$ cat config.mk
export PLATFORM = sky130hd
export DESIGN_NAME = mem_cmd_sequencer
export DESIGN_NICKNAME = d
export VERILOG_FILES = /design/src/rtl/mem_cmd_sequencer.sv
export SDC_FILE = /design/constraint.sdc
export NUM_CORES = 1
export LEC_CHECK = 0
export ABC_AREA = 1
export CAP_MARGIN = 10
export CORE_MARGIN = 10
export CORE_UTILIZATION = 50
export DETAILED_ROUTE_END_ITERATION = 10
export MAX_ROUTING_LAYER = met4
export PLACE_DENSITY = 0.86
export SYNTH_ARGS = -nofsm -noshare
export SYNTH_HDL_FRONTEND = slang
export SYNTH_SLANG_ARGS = --single-unit
$ cat constraint.sdc
create_clock -name clk -period 3.35 [get_ports clk]
set_clock_uncertainty 0.1 [all_clocks]
set_input_delay 0.335 -clock clk [delete_from_list [all_inputs] [get_ports clk]]
set_output_delay 0.335 -clock clk [all_outputs]
set_load 0.05 [all_outputs]
$ cat src/rtl/mem_cmd_sequencer.sv
// rtl/mem_cmd_sequencer.sv - command FIFO feeding a single-port memory with read timeout
module mem_cmd_sequencer #(
    parameter int Depth      = 4,
    parameter int Data_width = 32,
    parameter int TIMEOUT    = 8
) (
    input  logic                  clk,
    input  logic                  rst,
    input  logic                  cmd_valid,
    output logic                  cmd_ready,
    input  logic                  cmd_wr,
    input  logic [Depth-1:0]      cmd_add,
    input  logic [Data_width-1:0] cmd_data,
    output logic                  EN,
    output logic                  wr_en,
    output logic                  rd_en,
    output logic [Depth-1:0]      add,
    output logic [Data_width-1:0] Data_in,
    input  logic                  valid_out,
    input  logic [Data_width-1:0] Data_out,
    output logic                  rsp_valid,
    output logic [Depth-1:0]      rsp_add,
    output logic [Data_width-1:0] rsp_data,
    output logic                  rsp_err,
    output logic                  busy
);

    localparam int TW = $clog2(TIMEOUT + 1);

    typedef enum logic [1:0] {
        IDLE    = 2'd0,
        ISSUE   = 2'd1,
        WAIT_RD = 2'd2
    } state_t;

    state_t state, state_nxt;

    logic                  fifo_wr   [4];
    logic [Depth-1:0]      fifo_add  [4];
    logic [Data_width-1:0] fifo_data [4];
    logic [1:0]            wr_ptr, rd_ptr;
    logic [2:0]            count;
    logic                  push, pop;

    logic [TW-1:0]         timer, timer_nxt;
    logic                  en_nxt, wr_en_nxt, rd_en_nxt;
    logic [Depth-1:0]      add_nxt;
    logic [Data_width-1:0] data_in_nxt;
    logic                  rsp_valid_nxt, rsp_err_nxt;
    logic [Depth-1:0]      rsp_add_nxt;
    logic [Data_width-1:0] rsp_data_nxt;

    // Readiness comes only from the registered count, so a pop never frees a slot early
    assign cmd_ready = (count != 3'd4);
    assign push      = cmd_valid && cmd_ready;
    assign busy      = (count != 3'd0) || (state != IDLE);

    // FIFO storage needs no reset: entries are only read while count says they are valid
    always_ff @(posedge clk) begin
        if (push) begin
            fifo_wr[wr_ptr]   <= cmd_wr;
            fifo_add[wr_ptr]  <= cmd_add;
            fifo_data[wr_ptr] <= cmd_data;
        end
    end

    // Sequencer next-state and next-output decode
    always_comb begin
        state_nxt     = state;
        pop           = 1'b0;
        timer_nxt     = timer;
        en_nxt        = 1'b0;
        wr_en_nxt     = 1'b0;
        rd_en_nxt     = 1'b0;
        add_nxt       = add;
        data_in_nxt   = Data_in;
        rsp_valid_nxt = 1'b0;
        rsp_add_nxt   = rsp_add;
        rsp_data_nxt  = rsp_data;
        rsp_err_nxt   = rsp_err;
        case (state)
            IDLE: begin
                if (count != 3'd0) begin
                    pop         = 1'b1;
                    state_nxt   = ISSUE;
                    en_nxt      = 1'b1;
                    wr_en_nxt   = fifo_wr[rd_ptr];
                    rd_en_nxt   = !fifo_wr[rd_ptr];
                    add_nxt     = fifo_add[rd_ptr];
                    data_in_nxt = fifo_data[rd_ptr];
                end
            end
            ISSUE: begin
                timer_nxt = '0;
                state_nxt = wr_en ? IDLE : WAIT_RD;
            end
            WAIT_RD: begin
                if (valid_out) begin
                    rsp_valid_nxt = 1'b1;
                    rsp_add_nxt   = add;
                    rsp_data_nxt  = Data_out;
                    rsp_err_nxt   = 1'b0;
                    state_nxt     = IDLE;
                end else if (timer == TW'(TIMEOUT - 1)) begin
                    rsp_valid_nxt = 1'b1;
                    rsp_add_nxt   = add;
                    rsp_data_nxt  = '0;
                    rsp_err_nxt   = 1'b1;
                    state_nxt     = IDLE;
                end else begin
                    timer_nxt = timer + TW'(1);
                end
            end
            default: state_nxt = IDLE;
        endcase
    end

    // State, FIFO bookkeeping and registered memory/response outputs
    always_ff @(posedge clk or negedge rst) begin
        if (!rst) begin
            state     <= IDLE;
            wr_ptr    <= 2'd0;
            rd_ptr    <= 2'd0;
            count     <= 3'd0;
            timer     <= '0;
            EN        <= 1'b0;
            wr_en     <= 1'b0;
            rd_en     <= 1'b0;
            add       <= '0;
            Data_in   <= '0;
            rsp_valid <= 1'b0;
            rsp_add   <= '0;
            rsp_data  <= '0;
            rsp_err   <= 1'b0;
        end else begin
            state     <= state_nxt;
            if (push) wr_ptr <= wr_ptr + 2'd1;
            if (pop)  rd_ptr <= rd_ptr + 2'd1;
            count     <= count + {2'b00, push} - {2'b00, pop};
            timer     <= timer_nxt;
            EN        <= en_nxt;
            wr_en     <= wr_en_nxt;
            rd_en     <= rd_en_nxt;
            add       <= add_nxt;
            Data_in   <= data_in_nxt;
            rsp_valid <= rsp_valid_nxt;
            rsp_add   <= rsp_add_nxt;
            rsp_data  <= rsp_data_nxt;
            rsp_err   <= rsp_err_nxt;
        end
    end

endmodule

# [After elaboration in Yosys (flattened, before gate mapping)]
# Memories as Yosys holds them, arrays and structs flattened. A register that Yosys moved wholly into a read port is not among the register bits.
# Index checks and enable logic that the tools add are counted.
# Widths: inputs -> output; s select.
[totals] reg_bits=54 ramBits=148 input_bits=73 output_inout_bits=79 word_cells=67 memories=3
[mem_list] name="fifo_data" depth=4 word_bits=32 rd=1 rd_clocked_by_memory_dff=1 write_ports=1 line_no="40" source="logic [Data_width-1:0] fifo_data [4];"
[mem_list] name="fifo_add" depth=4 word_bits=4 rd=1 rd_clocked_by_memory_dff=1 write_ports=1 line_no="39" source="logic [Depth-1:0] fifo_add [4];"
[mem_list] name="fifo_wr" depth=4 word_bits=1 rd=1 rd_clocked_by_memory_dff=0 write_ports=1 line_no="38" source="logic fifo_wr [4];"
[op_classes] n_addsub=5 eq_ne=8 n_mux=25 reduce_logical=14
[op_table] op="$mux 32" n=2
[op_table] op="$mux 4" n=4
[op_table] op="$mux 1" n=13
[op_table] op="$mux 2" n=4
[op_table] op="$pmux 4 s2" n=1
[op_table] op="$ne 2x2->1 const B" n=3
[op_table] op="$ne 3x3->1 const B" n=2
[op_table] op="$pmux 2 s3" n=1
[op_table] op="$reduce_and 2->1" n=3
[op_table] op="$reduce_bool 2->1" n=3
[op_table] op="$add 2x1->2 const B" n=2
[op_table] op="$add 4x1->4 const B" n=1
[op_table] op="$eq 4x3->1 const B" n=1
[op_table] op="$add 3x1->3" n=1
[op_table] op="$logic_not 1->1" n=3
[op_table] op="$reduce_and 3->1" n=1
[op_table] op="$reduce_bool 3->1" n=1
[op_table] op="$sub 3x1->3" n=1
[op_table] op="$eq 2x1->1 const B" n=1
[op_table] op="$eq 2x2->1 const B" n=1
[op_table] op="$logic_not 2->1" n=1
[op_table] op="$logic_and 1x1->1" n=1
[op_table] op="$logic_or 1x1->1" n=1

# [Longest topological paths before layout]
[depth] ltp_word=4 ltp_mapped=11 ltp_nobuf=10

# [Least setup slack after synthesis]
# No wires, ideal clock.
[synth_timing] path_type="reg2reg" startpoint="register count[1]" endpoint="memory fifo_add[0][0], enable pin" t_arrival_ns=2.714 required_time_ns=2.819 setup_slack_ns=0.104 path_stages_with_launch=5 n_path_buf=0 period_less_slack_ns=3.246 cell_sequence="dfrtp_1 > nor2_1 > nand2_1 > nand2_1 > nor2_1"
[synth_via] elab_chain_cells=4
[synth_lines] item="start: declaration" line_no="42" source="logic [2:0] count;"
[synth_lines] item="start signal: assignment" line_no="139" source="count <= count + {2'b00, push} - {2'b00, pop};"
[synth_lines] item="$ne 3x3->1" line_no="54" source="assign cmd_ready = (count != 3'd4);"
[synth_lines] item="net cmd_ready" line_no="10" source="output logic cmd_ready,"
[synth_lines] item="$logic_and 1x1->1" line_no="55" source="assign push = cmd_valid && cmd_ready;"
[synth_lines] item="$mux 1" line_no="60" source="if (push) begin"
[synth_lines] item="$mux 1 (not written as such)" line_no="62" source="fifo_add[wr_ptr] <= cmd_add;"
[synth_lines] item="end: declaration" line_no="39"
# The timed path passes the listed nets, and every way through them passes these cells.

# [Worst setup path after layout]
[layout_timing] startpoint="register count[1]" endpoint="output busy"
[layout_via] elab_chain_cells=2
[layout_lines] item="$reduce_bool 3->1" line_no="56" source="assign busy = (count != 3'd0) || (state != IDLE);"
[layout_lines] item="$logic_or 1x1->1" line_no="56"
[layout_lines] item="end: declaration" line_no="25" source="output logic busy"
# No other way between the ends.

==> flow_summary.json <==
{
  "postCtsSetupBuffers": 0,
  "syn_nets": 1060,
  "ctsResizeCount": 0,
  "netSwitchingFraction_pct": 41.9,
  "detail-route-antenna-nets": 0,
  "wl_um": 22800,
  "place.gp.congestion": 0.770,
  "fin_hold_ws_ns": 0.262,
  "synth_fa_ha_area_share_pct": 1.10,
  "postSynthCellCount": 979,
  "syn-mean-instance-area_um2": 9.97,
  "post_synth_and_or_nand_nor_area_fraction_pct": 21.2,
  "worst-endpoint-arrival_ns": 2.00,
  "routed-via-count": 6950,
  "synth_compound_gate_area_share_pct": 0.205,
  "yosys_synthesis_warning_count": 0,
  "yosys_most_used_dff": "edfxtp_1",
  "antennaDiodeCount": 0,
  "area_growth_pct": 26.7,
  "synth.ff_latch_count": 238,
  "floorplan.core_area_um2": 19300,
  "place_hpwl_um": 14300,
  "worst_setup_timing_slack_at_the_placement_stage_ns": 0.760,
  "cts-hold-fix-buffers": 1,
  "die_h_um": 160,
  "filler_cell_count": 1421,
  "clkPwrFrac_pct": 21.6,
  "power.share.sequential_pct": 35.0,
  "cts_root_buf": "clkbuf_16",
  "grt_max_degree": 76,
  "crit_type": "reg -> out",
  "final_core_util_pct": 64.0,
  "peakVddDrop_mv": 0.554,
  "grt_total_ovfl": 0,
  "final.min_clock_period_ns": 2.44,
  "outcome": "finished clean",
  "cts.htree.levels": 1,
  "timing.final.crit_share_pct": 72.8,
  "netlist-cell-type-count": 24,
  "finalWorstSetupSlack_ns": 0.912,
  "number_of_global_route_vias_before_repair": 7231,
  "synth-edff-count": 148,
  "remaining_drc_errors": 0,
  "drive_above_1_share_pct": 5.13,
  "floorplan.io_pins": 152,
  "clk-insertion-delay-late_ns": 0.51,
  "switchingPower_mw": 5.29,
  "rsz_0062_raised_after_global_routing": "false",
  "yosysSeqAreaShare_pct": 68.6,
  "synth_top_family_by_area": "simple AND/OR/NAND/NOR gates",
  "hp-class": "in -> reg",
  "drtIter0Drc": 670,
  "crit_required_ns": 2.91,
  "cts-buffers-inserted": 24,
  "tritoncts": "done",
  "p_int_mw": 7.35,
  "clk_pin_slew_worst_paths_ns": 0.06,
  "number_of_failing_hold_endpoints_at_the_final_stage": 0,
  "grt_first_pass_wirelength_um": 37000,
  "power.share.combinational_pct": 43.4,
  "numPortBuffers": 151,
  "vias_per_cell": 4.92,
  "final_net_count": 1213,
  "die_footprint_um2": 25500,
  "cap_violations": 0,
  "worst_setup_path_start_kind": "flip-flop",
  "layout_common_cells": "423 x nand2_1, 164 x inv_1, 150 x clkdlybuf4s50_1",
  "grt_antenna_before_repair": 0,
  "num_rows": 51,
  "ys_async_sr_fraction_pct": 37.8,
  "tightestPinTransition_ns": 0.821,
  "cp_max_fanout": 4,
  "setup_viol": 0,
  "detailedRoute.firstPassIterationCount": 5,
  "post_synth_mux_area_share_pct": 0,
  "leakage_nw": 5.81,
  "element_type_at_the_critical_path_end": "output port",
  "fmax_mhz": 410,
  "routedWlPerCell_um": 16.1,
  "worst_slew_margin_relative_to_its_limit_pct": 45.2,
  "gr-usage-all-layers_pct": 18.1,
  "clk_path_buf_depth": 3,
  "cts_sink_count": 238,
  "max_slew_violation_total_from_the_final_report": 0,
  "power-per-cell-area_nw_per_um2": 1020,
  "fp.dieW_um": 160,
  "post_synth_instance_area_um2": 9760,
  "layout.cells.most_common": "nand2_1",
  "synthXorXnorAreaFrac_pct": 0.449,
  "initial_utilization_pct": 50.5,
  "finalSetupTns_ns": 0
}
Yosys cell counts, types with 2 or more instances:
cell type	n	share of area, %
nand2_1	423	16
inv_1	164	6.3
edfxtp_1	148	46
dfrtp_1	90	23
nand3_1	82	4.2
buf_2	23	1.2
nor2_1	10	0.38
ha_1	7	0.90
clkbuf_1	6	0.23
buf_4	5	0.38
xnor2_1	3	0.27
a21oi_1	2	0.10
inv_2	2	0.077
nand2_2	2	0.13
or2_2	2	0.13
xor2_1	2	0.18
critical path, stage by stage, from the launching register on:
cell and delay, ns:
dfrtp_1 0.43, nor2_1 0.06, nand2_1 0.09, inv_1 0.04, nand2_1 0.06, clkdlybuf4s50_1 0.80
state kept, by name, indices dropped and copies added, names as in the netlist:
signal     count
Data_in       32
EN             1
add            4
count          3
fifo_add      16
fifo_data    128
fifo_wr        4
rd_en          1
rd_ptr         2
rsp_add        4
rsp_data      32
rsp_err        1
rsp_valid      1
state          2
timer          4
wr_en          1
wr_ptr         2
power groups by stage:
stage                     Sequential [mW]  Combinational (mW)  Clock (mW)
after floorplan                      5.95                2.21           0
after global placement               4.44                5.33           0
after detailed placement             4.46                5.48           0
after CTS                            4.42                5.55        2.78
after global routing                 4.52                5.99        2.90
final                                4.42                5.49        2.74
cells by family (layout without fill, tap and decap cells):
| logic type | Yosys count | after routing |
|---|---|---|
| flops | 238 | 238 |
| simple gates | 521 | 521 |
| compound gates | 4 | 4 |
| buf+inv | 203 | 373 |
| xor+xnor | 5 | 5 |
| fa+ha+maj | 8 | 8 |
cell type report:
class,instances,area [µm²],share of cell area (%)
tap,265,332,2.68
clock buffer,38,704,5.69
inverter,167,629,5.09
clock inverter,5,105,0.850
multi-input combinational,538,2270,18.4
timing repair buffer,163,1630,13.1
sequential,238,6700,54.2
path summary, 6_finish.rpt:
| kind | to | slack, ns | from | cells after the start |
|---|---|---|---|---|
| max in group asynchronous | Data_in[13]$_DFFE_PN0P_ | 2.19 | rst | 3 |
| min in group asynchronous | rsp_data[6]$_DFFE_PN0P_ | 0.27 | rst | 2 |
| worst max-delay path | busy | 0.91 | count[1]$_DFF_PN0_ | 5 |
| worst max register to register | count[2]$_DFF_PN0_ | 0.97 | count[1]$_DFF_PN0_ | 9 |
| worst min-delay path | rsp_data[30]$_DFFE_PN0P_ | 0.26 | Data_out[30] | 3 |
| worst min register to register | rsp_data[3]$_DFFE_PN0P_ | 0.37 | rsp_data[3]$_DFFE_PN0P_ | 2 |
per-stage QoR:
step	cells	instance area (µm²)	power (mW)
after floorplan	979	9760	8.16
after global placement	1370	11600	9.77
after detailed placement	1370	11600	9.94
after CTS	1414	12400	12.7
after global routing	1414	12400	13.4
final	1414	12400	12.6
metal layers:
metal,track usage (%),part of all wire (%),vias to the layer above
met5,-,0,-
met4,5.43,1.8,0
met3,3.86,6.7,51
met2,29.9,49,279
met1,22.0,42,3304
li1,-,-,3316
Power figures use the tool's default switching activity.
==> RTL change: new RTL, same settings <==
Set the parameter `TIMEOUT` to 4 (it was 8).
--- a/src/rtl/mem_cmd_sequencer.sv
+++ b/src/rtl/mem_cmd_sequencer.sv
@@ -4,3 +4,3 @@
     parameter int Data_width = 32,
-    parameter int TIMEOUT    = 8
+    parameter int TIMEOUT    = 4
 ) (
Behaviour: not the same (Yosys sat finds a counterexample within 10 cycles, from zero or initial values and one cycle with rst low).
==> RTL change against the unedited design <==
- wire length down 2.9%
- power down 0.52%
- synthesized area down 0.58%
- sequential cell count down 1
- synthesized cell count down 1.2%
- setup slack worse by 0.016 ns
- design area down 0.48%
- global-route usage down 0.49 points
==> RTL change: results (changes against the unedited design) <==
Parameter                              Value

Status
  Run status ... complete, no violations (unchanged)

Pwr
  Switching power ... 5.24 mW (was 5.29 mW)
  Leakage dissipation ... 5.80 nW (was 5.81 nW)
  Power in sequential cells ... 4.49 mW (was 4.42 mW)
  Maximum VDD drop ... 0.675 mV (was 0.554 mV)

Synthesis
  Post-Syn Instances ... 967 (was 979)
  Area fraction in compound gates after synthesis ... 0.00258 (was 0.00205)
  Share of the yosys chip area belonging to registers ... 0.687 (was 0.686)
  Post-synth top flop ... sky130_fd_sc_hd__edfxtp_1 (unchanged)
  Library cells used by synthesis ... 22 (was 24)
  Most used standard cells in the synthesized netlist ... sky130_fd_sc_hd__nand2_1, sky130_fd_sc_hd__inv_1, sky130_fd_sc_hd__edfxtp_1 (unchanged)
  Xor and xnor fraction of the mapped netlist area ... 0.00451 (was 0.00449)
  Area contributors post-synth ... sky130_fd_sc_hd__edfxtp_1, sky130_fd_sc_hd__dfrtp_1, sky130_fd_sc_hd__nand2_1 (unchanged)
  Post-Syn Nets ... 1,048 (was 1,060)

Place
  Sum of net half-perimeters after detailed placement ... 14.6 mm (was 14.3 mm)
  Cell area after placement ... 11,500 sq um (was 11,600 sq um)
  Worst setup slack after placement ... 0.891 ns (was 0.760 ns)
  Placed cell count ... 1,354 (was 1,370)
  Gpl congestion ... 0.774 (was 0.770)

STA
  Worst hold slack ... 0.266 ns (was 0.262 ns)
  Time the worst path needs with I/O delays and setup ... 2.45 ns (was 2.44 ns)
  Worst-Margin Slew ... 0.853 ns (was 0.821 ns)

GRT
  Met2 track demand over resource ... 0.295 (was 0.299)
  Global-route wire length before repair ... 35.8 mm (was 37.0 mm)
  All-Layer GR Usage ... 0.176 (was 0.181)
  Number of antenna violations at the first check in global routing ... 0 (unchanged)
  Number of global-route vias before repair ... 6,963 (was 7,231)
  Largest net degree at the start of global routing ... 46 (was 76)

Drt
  First-iteration detailed-routing DRC count ... 434 (was 670)
  Met2 wire length ... 10.9 mm (was 11.2 mm)
  Vias after detailed routing ... 6,784 (was 6,950)
  Length of routed met3 wiring ... 1.42 mm (was 1.53 mm)
  Via density ... 4.86 (was 4.92)
  Length of routed wiring on met1 ... 9.39 mm (was 9.65 mm)
  Highest layer used for signal routing ... met4 (unchanged)
  Sum of routed wire length over all layers ... 22.2 mm (was 22.8 mm)

Cells and area
  Final core area utilization ... 0.652 (was 0.640)
  Number of nets in the layout ... 1,201 (was 1,213)
  Layout cells sized above 1 ... 0.0590 (was 0.0513)
  Number of fillers in the final layout ... 1,395 (was 1,421)

Critical path
  Crit path max fanout ... 3 (was 4)
  Biggest cell delay along the critical path ... 0.82 ns (was 0.80 ns)

Worst hold path
  Class of the worst hold path ... in -> async (was in -> reg)

CTS
  Buffers from clock root to sink, at most ... 3 (unchanged)
  Number of CTS-inserted buffers ... 23 (was 24)
RTL change: cell types whose count changed in the layout (fill, tap and decap cells not counted), moves of 2 or more:
cell                        unedited run  this run
sky130_fd_sc_hd__clkbuf_16            25        23
sky130_fd_sc_hd__clkbuf_1             10         2
sky130_fd_sc_hd__nand2_2               2         0
sky130_fd_sc_hd__buf_4                10        13
sky130_fd_sc_hd__nand3_1              82        80
sky130_fd_sc_hd__clkinv_2              0         3
sky130_fd_sc_hd__o21ai_0               1         3
sky130_fd_sc_hd__nor2_1                6         2
sky130_fd_sc_hd__nand2_1             423       418
RTL change: final cells by class:
class,count,share of cell area
clock buffer,30,0.0524
clock inverter,11,0.0132
inverter,166,0.0506
multi-input combinational,526,0.181
sequential,237,0.542
tap,260,0.0264
timing repair buffer,166,0.134
RTL change: timing repair:
action                     4_1_cts  5_1_grt
resized for setup                0        0
hold buffers                     1        0
hold endpoints to repair        40        0
setup endpoints to repair        0        0
